[src/rtl/contador_bcd.sv]
// Two-digit BCD up/down counter with built-in prescaler, load/clear and carry/tick chaining outputs.
// Optional leading-zero blank output enabled by defining CONTADOR_ZERO_BLANK_EN.
module contador_bcd #(
    parameter int DIV       = 50000000,
    parameter int MAX_COUNT = 99
) (
    input  logic       clk,
    input  logic       reset,
    input  logic       enable,
    input  logic       up_down,
    input  logic       clear,
    input  logic       load,
    input  logic [7:0] load_value,
    output logic [3:0] bcd_units,
    output logic [3:0] bcd_tens,
    output logic       tick,
    output logic       carry,
    output logic       load_err,
`ifdef CONTADOR_ZERO_BLANK_EN
    output logic       display_on,
    output logic       tens_blank
`else
    output logic       display_on
`endif
);

    localparam int             PW         = (DIV > 2) ? $clog2(DIV) : 1;
    localparam logic [PW-1:0]  PRESC_LAST = PW'(DIV - 1);
    localparam logic [3:0]     MAX_TENS   = 4'(MAX_COUNT / 10);
    localparam logic [3:0]     MAX_UNITS  = 4'(MAX_COUNT % 10);

    logic [PW-1:0] prescaler;
    logic [PW-1:0] next_prescaler;
    logic [3:0]    next_units;
    logic [3:0]    next_tens;
    logic          next_tick;
    logic          next_carry;
    logic          next_load_err;

    logic [3:0]    load_units;
    logic [3:0]    load_tens;
    logic          load_ok;

    logic [3:0]    step_units;
    logic [3:0]    step_tens;
    logic          step_wrap;
    logic          at_max;
    logic          at_zero;

    assign load_units = load_value[3:0];
    assign load_tens  = load_value[7:4];
    assign at_max     = (bcd_tens == MAX_TENS) && (bcd_units == MAX_UNITS);
    assign at_zero    = (bcd_tens == 4'd0) && (bcd_units == 4'd0);

    // A load is only legal if both nibbles are decimal digits and the value fits under the terminal count.
    always_comb begin
        load_ok = (load_units <= 4'd9) && (load_tens <= 4'd9) &&
                  ((load_tens < MAX_TENS) ||
                   ((load_tens == MAX_TENS) && (load_units <= MAX_UNITS)));
    end

    always_comb begin
        step_units = bcd_units;
        step_tens  = bcd_tens;
        step_wrap  = 1'b0;
        if (up_down) begin
            if (at_max) begin
                step_units = 4'd0;
                step_tens  = 4'd0;
                step_wrap  = 1'b1;
            end else if (bcd_units == 4'd9) begin
                step_units = 4'd0;
                step_tens  = bcd_tens + 4'd1;
            end else begin
                step_units = bcd_units + 4'd1;
            end
        end else begin
            if (at_zero) begin
                step_units = MAX_UNITS;
                step_tens  = MAX_TENS;
                step_wrap  = 1'b1;
            end else if (bcd_units == 4'd0) begin
                step_units = 4'd9;
                step_tens  = bcd_tens - 4'd1;
            end else begin
                step_units = bcd_units - 4'd1;
            end
        end
    end

    // Clear beats load, load beats the tick step; a tick already raised still steps even if enable just dropped.
    always_comb begin
        next_prescaler = prescaler;
        next_units     = bcd_units;
        next_tens      = bcd_tens;
        next_tick      = 1'b0;
        next_carry     = 1'b0;
        next_load_err  = 1'b0;
        if (clear) begin
            next_prescaler = '0;
            next_units     = 4'd0;
            next_tens      = 4'd0;
        end else begin
            if (enable) begin
                if (prescaler == PRESC_LAST) begin
                    next_prescaler = '0;
                    next_tick      = 1'b1;
                end else begin
                    next_prescaler = prescaler + PW'(1);
                end
            end
            if (load) begin
                if (load_ok) begin
                    next_units     = load_units;
                    next_tens      = load_tens;
                    next_prescaler = '0;
                    next_tick      = 1'b0;
                end else begin
                    next_load_err  = 1'b1;
                end
            end else if (tick) begin
                next_units = step_units;
                next_tens  = step_tens;
                next_carry = step_wrap;
            end
        end
    end

    always_ff @(posedge clk or posedge reset) begin
        if (reset) begin
            prescaler  <= '0;
            bcd_units  <= 4'd0;
            bcd_tens   <= 4'd0;
            tick       <= 1'b0;
            carry      <= 1'b0;
            load_err   <= 1'b0;
            display_on <= 1'b0;
`ifdef CONTADOR_ZERO_BLANK_EN
            tens_blank <= 1'b0;
`endif
        end else begin
            prescaler  <= next_prescaler;
            bcd_units  <= next_units;
            bcd_tens   <= next_tens;
            tick       <= next_tick;
            carry      <= next_carry;
            load_err   <= next_load_err;
            display_on <= 1'b1;
`ifdef CONTADOR_ZERO_BLANK_EN
            tens_blank <= (next_tens == 4'd0);
`endif
        end
    end

endmodule

[config.mk]
export PLATFORM = sky130hd
export DESIGN_NAME = contador_bcd
export DESIGN_NICKNAME = d
export VERILOG_FILES = /design/src/rtl/contador_bcd.sv
export SDC_FILE = /design/constraint.sdc
export NUM_CORES = 1
export LEC_CHECK = 0
export CAP_MARGIN = 25
export CORE_ASPECT_RATIO = 1.1
export CORE_UTILIZATION = 56
export DETAILED_ROUTE_END_ITERATION = 12
export GPL_TIMING_DRIVEN = 0
export PLACE_DENSITY = 0.79
export SYNTH_ARGS = -nofsm -noshare
export SYNTH_HDL_FRONTEND = slang
export SYNTH_SLANG_ARGS = --single-unit
[constraint.sdc]
create_clock -name clk -period 2.55 [get_ports clk]
set_clock_uncertainty 0.15 [all_clocks]
set_input_delay 0.51 -clock clk [delete_from_list [all_inputs] [get_ports clk]]
set_output_delay 0.51 -clock clk [all_outputs]
set_load 0.1 [all_outputs]
==> flow_summary.json <==
{
  "numPortBuffers": 24,
  "num-nets-final": 304,
  "remaining_drc_errors": 0,
  "hold_viol_final": 0,
  "p_per_area_nw_per_um2": 481,
  "path_max_fanout": 2,
  "clkSinkCount": 38,
  "worstHoldPathType": "reg2reg",
  "cts.path.max_buffers": 2,
  "whs_ps": 403,
  "end_kind": "primary output",
  "cts_buffers": 5,
  "critPathTopFamily": "buffers and inverters",
  "critPathMaxStageDelay_ps": 1130,
  "hold-path-cell-count": 2,
  "synthCells": 252,
  "crit_buf_inv": 1,
  "cts_tree": "built",
  "post-route-util_pct": 69.0,
  "place.gp.congestion": 0.833,
  "synth-seq-cells": 38,
  "timing.slew.headroom_pct": 35.1,
  "vdd_drop_max_v": 0.000380,
  "grt_max_degree": 39,
  "ys_warn_count": 0,
  "grt_overflow_total": 0,
  "synth_top_family_by_area": "simple AND/OR/NAND/NOR gates",
  "grt_use_total_pct": 23.8,
  "synth_ff_type": "dfrtp_1",
  "leakagePower_nw": 1.16,
  "synthArstFlopShare_pct": 100,
  "critical_path_depth": 1,
  "clock_latency_ps": 300,
  "place_inst": 328,
  "tightestPinTransition_ps": 971,
  "yosysSeqAreaShare_pct": 40.8,
  "crit_chain": "clkdlybuf4s50_1",
  "core-area_um2": 3960,
  "path_class": "reg2out",
  "dieArea_um2": 4420,
  "die_h_um": 69.6,
  "cts-hold-fix-buffers": 0,
  "ant_nets": 0,
  "synth_edf_count": 0,
  "fin_crit_sh_pct": 96.0,
  "drt_iter0_drc": 177,
  "grt_pass1_wl_um": 8260,
  "final_layout_size_suffix_gt1_share_pct": 8.80,
  "first_pass_iters": 4,
  "fmax_mhz": 409,
  "dp_hpwl_um": 3390,
  "synth-compound-area-share_pct": 11.4,
  "rsz0062_at_grt": "no",
  "dr_total_vias": 1924,
  "pre_cts_ws_ps": -242,
  "synthAdderAreaFrac_pct": 3.76,
  "synthSimpleGateAreaFrac_pct": 27.8,
  "synth_mux_area_share_pct": 2.26,
  "layout.cells.most_common_list": "nor2_1 (39), dfrtp_1 (37), nand2_1 (20), clkdlybuf4s50_1 (17), xor2_1 (14)",
  "synthXorXnorAreaFrac_pct": 9.40,
  "cp-start-kind": "register",
  "outcome": "completed",
  "period_needed_ps": 2450,
  "syn_avg_cell_area_um2": 9.24,
  "required_ps": 1890,
  "r2r_cells": 7,
  "ctsHtreeMaxLevel": 2,
  "die_w_um": 63.5,
  "antennaDiodeCount": 0,
  "cts_root_buf": "clkbuf_8",
  "final_common_cell": "nor2_1",
  "postLayoutSetupSlackWorst_ps": 103,
  "final_cells": 336,
  "routedWlPerCell_um": 14.2,
  "worstPathArrival_ps": 1790,
  "antenna_found_initial": 0,
  "setup_viol": 0,
  "wl_um": 4770,
  "maxCapViolations": 0,
  "viasPerCell": 5.73,
  "synth_nets": 273,
  "maxSlewViolCount": 0,
  "syn2layout_area_growth_pct": 17.5,
  "finalPower_mw": 1.31,
  "start_util_pct": 58.7,
  "path_clk_slew_ps": 80,
  "synth_area_um2": 2330,
  "io_pins": 26,
  "netlist-cell-type-count": 49,
  "cpMaxStageDelayCell": "clkdlybuf4s50_1",
  "grt_pass1_vias": 1836,
  "row_count": 24,
  "cts_setup_buffers": 0
}
-- sequential cells by signal, summed over array words and instances, names as in the netlist --
name,flops
prescaler,26
bcd_tens,4
bcd_units,4
carry,1
display_on,1
load_err,1
tick,1
-- final timing paths --
path,from,slack [ps],to
setup / recovery,tick$_DFF_PP0_,100,tick
hold / removal,prescaler[22]$_DFF_PP0_,400,prescaler[22]$_DFF_PP0_
setup reg to reg,bcd_units[0]$_DFFE_PP0P_,290,bcd_tens[2]$_DFFE_PP0P_
hold reg to reg,prescaler[22]$_DFF_PP0_,400,prescaler[22]$_DFF_PP0_
max in group asynchronous,reset,1180,bcd_units[1]$_DFFE_PP0P_
min in group asynchronous,reset,530,prescaler[4]$_DFF_PP0_
-- cell type report --
cell class                 instances  area [µm²]
fill                             345        1230
clock buffer                       6        82.6
tap                               52        65.1
multi-input combinational        196        1280
buffer                             9        66.3
timing repair buffer              24         239
inverter                           9        33.8
clock inverter                     2        12.5
sequential                        38         952
-- worst reg2reg max path, cell delays in order (launching register included) --
cell and delay, ps:
dfrtp_1 500, inv_1 100, ha_1 250, nor4b_2 400
o21ai_0 220, nand2_1 240, mux2i_1 210, a21oi_1 70
-- stage by stage --
step / TNS (ps) / area (µm²)
6_report: 0 / 2740
5_1_grt: 0 / 2740
4_1_cts: 0 / 2720
3_5_place_dp: -5130 / 2640
3_3_place_gp: -4530 / 2640
2_1_floorplan: 0 / 2330
-- metal layers --
metal  vias up  part of all wire (%)  global-route usage, %
li1        947                     -                      -
met1       933                    47                   32.5
met2        39                    47                   37.1
met3         5                   4.3                   5.43
met4         0                   1.2                   7.58
met5         -                     0                      0
-- power by group --
group	internal (mW)	switching (mW)	leakage (nW)
combinational	0.0823	0.166	0.595
sequential	0.614	0.0161	0.522
clock	0.217	0.218	0.0472
-- logic make-up after synthesis --
logic type	after synthesis
xor+xnor	25
buf+inv	18
mux	4
flops	38
simple gates	119
fa+ha+maj	7
compound gates	40
other cells	1
-- Yosys cell counts, types with 5 or more instances --
| cell | instances | share of area (%) |
|---|---|---|
| nor3_1 | 5 | 1.1 |
| ha_1 | 7 | 3.8 |
| dfrtp_1 | 38 | 41 |
| a21oi_1 | 13 | 2.8 |
| nand2_1 | 20 | 3.2 |
| clkbuf_1 | 5 | 0.81 |
| nand4_1 | 7 | 1.9 |
| nand3_1 | 12 | 2.6 |
| xnor2_1 | 11 | 4.1 |
| inv_1 | 9 | 1.5 |
| o21ai_0 | 7 | 1.5 |
| nor2_1 | 39 | 6.3 |
| xor2_1 | 14 | 5.3 |
| and3_1 | 6 | 1.6 |
-- what timing repair did --
item	CTS	global route
endpoints found under the setup margin	5	24
pin swaps	0	0
gates resized for setup	5	3
No activity file was read; power rests on OpenSTA's default activity.
